--- src/rtl/vga_timing_pkg.sv ---
// rtl/vga_timing_pkg.sv - 640x480@60 default timing constants, derived positions and polarity helpers
package vga_timing_pkg;

   localparam int H_VISIBLE_D = 640;
   localparam int H_FRONT_D   = 16;
   localparam int H_SYNC_D    = 96;
   localparam int H_BACK_D    = 48;
   localparam int V_VISIBLE_D = 480;
   localparam int V_FRONT_D   = 10;
   localparam int V_SYNC_D    = 2;
   localparam int V_BACK_D    = 33;

   localparam int H_TOTAL_D    = H_VISIBLE_D + H_FRONT_D + H_SYNC_D + H_BACK_D;
   localparam int V_TOTAL_D    = V_VISIBLE_D + V_FRONT_D + V_SYNC_D + V_BACK_D;
   localparam int HS_START_D   = H_VISIBLE_D + H_FRONT_D;
   localparam int HS_END_D     = HS_START_D + H_SYNC_D;
   localparam int VS_START_D   = V_VISIBLE_D + V_FRONT_D;
   localparam int VS_END_D     = VS_START_D + V_SYNC_D;

   localparam int COUNT_W      = 10;
   localparam int COUNT_LIMIT  = 1 << COUNT_W;

   localparam bit POL_ACTIVE_LOW  = 1'b0;
   localparam bit POL_ACTIVE_HIGH = 1'b1;

   // Half-open window test [lo, hi) used by every sync decode.
   function automatic logic in_window(input logic [COUNT_W-1:0] v,
                                      input logic [COUNT_W-1:0] lo,
                                      input logic [COUNT_W-1:0] hi);
      return (v >= lo) && (v < hi);
   endfunction

endpackage

--- src/rtl/vga_axis_counter.sv ---
// rtl/vga_axis_counter.sv - wrap counter with enable and terminal-count flag, resets to TOTAL-1
module vga_axis_counter
   import vga_timing_pkg::*;
#(
   parameter int TOTAL = H_TOTAL_D,
   parameter int W     = COUNT_W
) (
   input  logic         clock,
   input  logic         reset_n,
   input  logic         en,
   output logic [W-1:0] count,
   output logic [W-1:0] count_next,
   output logic         tc
);

   localparam logic [W-1:0] LAST = W'(TOTAL - 1);

   assign tc = (count == LAST);

   // Exposed so the parent can decode flags against the value about to be loaded.
   always_comb begin
      count_next = count;
      if (en) begin
         count_next = tc ? '0 : count + 1'b1;
      end
   end

   always_ff @(posedge clock or negedge reset_n) begin
      if (!reset_n) begin
         count <= LAST;
      end else begin
         count <= count_next;
      end
   end

endmodule

--- src/rtl/vga_controlador.sv ---
// rtl/vga_controlador.sv - VGA timing generator: registered x/y counters with zero-skew hs/vs/video
module vga_controlador
   import vga_timing_pkg::*;
#(
   parameter int H_VISIBLE = H_VISIBLE_D,
   parameter int H_FRONT   = H_FRONT_D,
   parameter int H_SYNC    = H_SYNC_D,
   parameter int H_BACK    = H_BACK_D,
   parameter int V_VISIBLE = V_VISIBLE_D,
   parameter int V_FRONT   = V_FRONT_D,
   parameter int V_SYNC    = V_SYNC_D,
   parameter int V_BACK    = V_BACK_D,
   parameter bit HS_POL    = POL_ACTIVE_LOW,
   parameter bit VS_POL    = POL_ACTIVE_LOW
) (
   input  logic         clock,
   input  logic         reset_n,
   output logic         hs,
   output logic         vs,
   output logic [9:0]   x,
   output logic [9:0]   y,
   output logic         video
);

   localparam int H_TOTAL = H_VISIBLE + H_FRONT + H_SYNC + H_BACK;
   localparam int V_TOTAL = V_VISIBLE + V_FRONT + V_SYNC + V_BACK;

   if (H_TOTAL > COUNT_LIMIT || V_TOTAL > COUNT_LIMIT) begin : g_total_check
      $error("vga_controlador: H_TOTAL and V_TOTAL must not exceed 1024");
   end

   localparam logic [9:0] HS_START = 10'(H_VISIBLE + H_FRONT);
   localparam logic [9:0] HS_END   = 10'(H_VISIBLE + H_FRONT + H_SYNC);
   localparam logic [9:0] VS_START = 10'(V_VISIBLE + V_FRONT);
   localparam logic [9:0] VS_END   = 10'(V_VISIBLE + V_FRONT + V_SYNC);
   localparam logic [9:0] H_VIS    = 10'(H_VISIBLE);
   localparam logic [9:0] V_VIS    = 10'(V_VISIBLE);

   logic [9:0] x_next;
   logic [9:0] y_next;
   logic       h_tc;
   logic       v_tc_unused;

   vga_axis_counter #(.TOTAL(H_TOTAL), .W(10)) u_hcount (
      .clock      (clock),
      .reset_n    (reset_n),
      .en         (1'b1),
      .count      (x),
      .count_next (x_next),
      .tc         (h_tc)
   );

   vga_axis_counter #(.TOTAL(V_TOTAL), .W(10)) u_vcount (
      .clock      (clock),
      .reset_n    (reset_n),
      .en         (h_tc),
      .count      (y),
      .count_next (y_next),
      .tc         (v_tc_unused)
   );

   // Flags decode the counters' next values so they land on the same edge as x/y.
   always_ff @(posedge clock or negedge reset_n) begin
      if (!reset_n) begin
         hs    <= ~HS_POL;
         vs    <= ~VS_POL;
         video <= 1'b0;
      end else begin
         hs    <= in_window(x_next, HS_START, HS_END) ? HS_POL : ~HS_POL;
         vs    <= in_window(y_next, VS_START, VS_END) ? VS_POL : ~VS_POL;
         video <= (x_next < H_VIS) && (y_next < V_VIS);
      end
   end

endmodule

--- config.mk ---
export PLATFORM = sky130hd
export DESIGN_NAME = vga_controlador
export DESIGN_NICKNAME = d
export VERILOG_FILES = /design/src/rtl/vga_timing_pkg.sv /design/src/rtl/vga_axis_counter.sv /design/src/rtl/vga_controlador.sv
export SDC_FILE = /design/constraint.sdc
export NUM_CORES = 1
export LEC_CHECK = 0
export BUFFER_PORTS_ARGS = -buffer_cell sky130_fd_sc_hd__buf_2
export CORE_AREA = 4 4 63 65
export DETAILED_ROUTE_END_ITERATION = 10
export DIE_AREA = 0 0 67 69
export PLACE_DENSITY_LB_ADDON = 0.3
export SKIP_CTS_REPAIR_TIMING = 1
export SYNTH_ARGS = -nofsm -noshare
export SYNTH_HDL_FRONTEND = slang
export SYNTH_SLANG_ARGS = --single-unit
--- constraint.sdc ---
create_clock -name clock -period 2.7 [get_ports clock]
set_clock_uncertainty 0.15 [all_clocks]
set_input_delay 0.405 -clock clock [delete_from_list [all_inputs] [get_ports clock]]
set_output_delay 0.405 -clock clock [all_outputs]
set_load 0.01 [all_outputs]
Word level (Yosys, flattened, before mapping)
Cells that the tools add are included.
Operators by class
  add/sub/neg operators: 2
  magnitude comparators: 6
  equality and inequality tests: 2
  mux-type cells: 5
  reduce and logical (&&, ||, !) cells: 3
Operators with widths (count)
  10-bit two-way mux: 3
  10-bit by 1-bit adder with 10-bit output, second input constant: 2
  10-bit == test, second input constant: 2
  10-bit less-than comparator, second input constant: 2
  10-bit by 9-bit less-than comparator with 1-bit output, second input constant: 2
  10-bit >= comparator, second input constant: 1
  10-bit by 9-bit >= comparator with 1-bit output, second input constant: 1
  1-bit logical AND: 3
  1-bit two-way mux: 2
Storage, ports and cells
  bits in registers: 23
  input bits: 2
  output and inout bits: 23
  logic and storage cells: 23

Logic depth before layout (Yosys ltp)
  word-level depth: 6
  gate-level depth with buffers: 8
  depth with buffers taken out: 6

Modules after synthesis
From an unflattened synthesis, not the netlist that was laid out.
Second synthesis, totals
  cells, all modules: 117
  area, all modules: 1233.7 um^2
Modules (own cells, without submodules)
  vga_axis_counter at u_hcount: times used 1, cells each 52, area each 549.3 um^2, sequential area each 259.0 um^2
  vga_axis_counter at u_vcount: times used 1, cells each 52, area each 540.5 um^2, sequential area each 254.0 um^2
  vga_controlador: times used 1, cells each 13, area each 143.9 um^2, sequential area each 77.6 um^2

Worst setup path after synthesis
Ideal clock, no wire load.
  path type: register to register
  start: reg u_hcount.count[0]
  end: reg vs
  library setup time: 95 ps
  arrival: 2114 ps
  required time: 2455 ps
  slack: 341 ps
  stages on the path, launching flop included: 8
  path buffers: 1
  period minus slack after synthesis: 2359 ps
  cells stage by stage: dfstp_2 -> ha_1 -> and4_1 -> buf_4 -> nand3_4 -> or4_4 -> a221oi_2 -> nand4_1
Between the ends
  word-level cells in the longest chain between the ends: 5
  elaborated cells between the ends (all ways): 6
  those cells by class: order compare (2); eq/ne (1); mux (2); reduce/logical (1)
RTL lines
  from (decl): line vga_axis_counter.sv:11  | output logic [W-1:0] count,
  from (signal assigned): line vga_axis_counter.sv:32  | count <= count_next;
  10-bit == test (*): line vga_axis_counter.sv:18  | assign tc = (count == LAST);
  10-bit two-way mux (*): line vga_axis_counter.sv:23  | if (en) begin
  10-bit by 9-bit >= comparator with 1-bit output or 10-bit by 9-bit less-than comparator with 1-bit output (tied branches): line vga_timing_pkg.sv:30  | return (v >= lo) && (v < hi);
  1-bit logical AND (*): line vga_timing_pkg.sv:30
  1-bit two-way mux (*): line vga_controlador.sv:70  | vs <= in_window(y_next, VS_START, VS_END) ? VS_POL : ~VS_POL;
  to (signal assigned): line vga_controlador.sv:66  | vs <= ~VS_POL;
  to (signal assigned): line vga_controlador.sv:70
  to (decl): line vga_controlador.sv:19  | output logic vs,
Mark *: on every way between the ends. The rest lies on a longest branch, timed or not.

Worst setup path in the final report
Same ends and word-level chain as after synthesis.

==> out/results.txt <==
H-tree depth = 1
Std-Cell Rows = 21
first-pass GRT wire length = 5100 µm
Syn Nets = 136
Max-Slew Margin vs Limit = 67.5%
f_max = 415 MHz
CP max stage cell = dfstp_2
post-route cell area = 0.00152 mm²
status = finished, final reports clean
DRT Wirelength = 2940 µm
Mean Syn Cell Area = 10.2 µm²
Leak = 0.644 nW
area leader, netlist = dfstp_2
post-synthesis async set-or-reset flop share = 100%
R2R cell count = 6
R2R Setup Slk = 0.29 ns
clock period minus worst slack = 2.41 ns
Post-synth EDFFs = 0
Hold Slack = 0.387 ns
# diodes = 0
DR WL/cell = 14.6 µm
startpoint types = flip-flop
Synth Cell Area = 0.00133 mm²
compound-cell area share of the yosys netlist = 14.8%
area of the multi-input gates = 683 µm²
setup_tns = 0 ns
Cell variety after synth = 46
simple-gate share of the synthesized area = 25.7%
initial antenna violation count = 0
critical path data required time = 2.77 ns
largest family of logic cells by synthesized area = simple AND/OR/NAND/NOR gates
Synth Flop Type = dfstp_2
largest cells by area after synthesis = dfstp_2 24%, dfrtp_1 21%, xnor2_1 4.0%
Seq/Total Area, Yosys = 44.5%
Max Cap Violations = 0
power per standard cell area = 335 mW/mm²
CTS tree = built
Layout area overhead = 14.7%
FF-to-FF Start = u_hcount.count[0]$_DFF_PN1_
Non-Filler Instances = 202
Max clock buf depth = 2
Max stage delay on crit path = 0.61 ns
hpwl dp = 2260 µm
Die Y = 69 µm
core region area = 0.00334 mm²
pin count of the biggest net entering global routing = 24
Adder-Cell Fraction of Synth Area = 3.77%
vias in the first global route = 1086
hold path start = u_hcount.count[4]$_DFF_PN1_
Remaining Overflow, GRT = 0
WHS Path Cells = 1
Filler cells = 327
CP Data Arrival Time = 2.49 ns
Sink Count = 23
die area = 0.00462 mm²
DRC violations left = 0
RSZ-0062 raised after global routing = no
placed cell count = 197
clk slew on worst S/H paths = 0.12 ns
proportion of layout cells with a drive suffix above 1 = 28.8%
Slew @ Worst Pin = 0.487 ns
Die W = 67 µm
critical path class = flip-flop to flip-flop
Pre-antenna DRT Iters = 4
Initial Utilization = 39.7%
peak supply drop = 116 µV
FF-to-FF End = vs$_DFF_PN1_
Layout Nets = 163
top-area cell type share of the netlist area = 23.8%
synth warn = 0
root buffer cell = clkbuf_4
dpl cell area = 0.00149 mm²
worst hold path type = flip-flop to flip-flop
cells after synthesis = 130
gr usage total = 13.9%
Hold Violations, Final = 0
crit path capture type = flip-flop
TritonCTS buffer count = 3
flops & latches, synth = 23
sequential cell area = 591 µm²
Final Cycle Share = 89.3%
Hold Crit Endpoint = u_hcount.count[4]$_DFF_PN1_
critical path, cell by cell = ha_1 -> and4_1 -> nand3_4 -> or4_4 -> a221oi_2 -> nand4_1
XOR/XNOR share of the synthesized area = 7.26%
IO buf count = 24
Final ANT Viol Nets = 0
mux share of post-synthesis cell area = 0%
worst skew pair latency = 0.30 ns
routed vias/inst = 5.55
Worst Path Max Fanout = 7
Final GP Congestion = 0.900
max-slew violation count = 0
routed vias = 1121
Iteration-0 DRC Markers = 55
IO Pins = 25
setup violators final = 0
-- critical path, delay by kind of cell, from the launching register on --
| family | cells | cell delay (ns) |
|---|---|---|
| AND/OR/NAND/NOR | 4 | 1.15 |
| AO/OA/AOI/OAI | 1 | 0.24 |
| flip-flops | 1 | 0.61 |
| adder cells (fa/ha/maj) | 1 | 0.18 |
-- per-layer routing --
| metal | track usage (%) | part of all wire, % |
|---|---|---|
| met4 | 5.18 | 1.5 |
| met5 | 0 | 0 |
| met1 | 19.9 | 47 |
| met2 | 21.0 | 48 |
| met3 | 1.95 | 3.7 |
-- metrics by stage --
step,utilization [%],setup WS (ns),total power [mW]
2_1_floorplan,-,0.341,0.351
3_3_place_gp,44.5,0.382,0.358
3_5_place_dp,44.5,0.302,0.359
4_1_cts,45.3,0.293,0.523
5_1_grt,45.6,0.105,0.537
6_report,45.6,0.288,0.509
-- power by group --
part | switching [mW] | internal (mW)
Sequential | 0 | 0.345
Combinational | 0.00623 | 0.00146
Clock | 0.0986 | 0.0576
Total | 0.105 | 0.404
-- placed cells by master, fill, tap and decap left out, drive strengths merged, types with 3 or more instances in the layout --
master,count
nand3,9
xor2,5
dfrtp,11
ha,4
clkbuf,4
inv,5
o21ai,7
and4,5
nand4,6
xnor2,6
dfstp,12
nor4,3
nand2,9
buf,26
a21oi,3
nor2,8
-- worst max path at each step --
stage | startpoint | endpoint | slack, ns
6_report | u_hcount.count[0]$_DFF_PN1_ | vs$_DFF_PN1_ | 0.29
5_1_grt | u_hcount.count[0]$_DFF_PN1_ | video$_DFF_PN0_ | 0.11
4_1_cts | u_hcount.count[0]$_DFF_PN1_ | vs$_DFF_PN1_ | 0.29
3_5_place_dp | u_hcount.count[0]$_DFF_PN1_ | vs$_DFF_PN1_ | 0.30
3_3_place_gp | u_hcount.count[0]$_DFF_PN1_ | vs$_DFF_PN1_ | 0.38
2_1_floorplan | u_hcount.count[0]$_DFF_PN1_ | vs$_DFF_PN1_ | 0.34
-- state kept, by name (all words and copies together) (netlist names) --
signal / flops
u_vcount.count: 10
video: 1
vs: 1
u_hcount.count: 10
hs: 1
-- synthesized netlist by cell type, drive strengths merged (5+ instances only) --
cell type	n
dfstp	12
dfrtp	11
nand2	9
nand3	9
nor2	8
o21ai	7
nand4	6
xnor2	6
and4	5
inv	5
xor2	5
-- layout make-up --
| class | count | share of cell area, % |
|---|---|---|
| Inverter | 5 | 1.23 |
| Tap cell | 46 | 3.78 |
| Timing Repair Buffer | 27 | 9.54 |
| Clock buffer | 4 | 1.73 |
| Sequential cell | 23 | 38.8 |
| Multi-Input combinational cell | 97 | 44.9 |
-- cell families after synthesis --
logic type / count (synthesis)
fa+ha+maj: 4
xor+xnor: 11
flops: 23
compound gates: 27
buf+inv: 10
simple gates: 55
(Power assumes the default switching activity.)
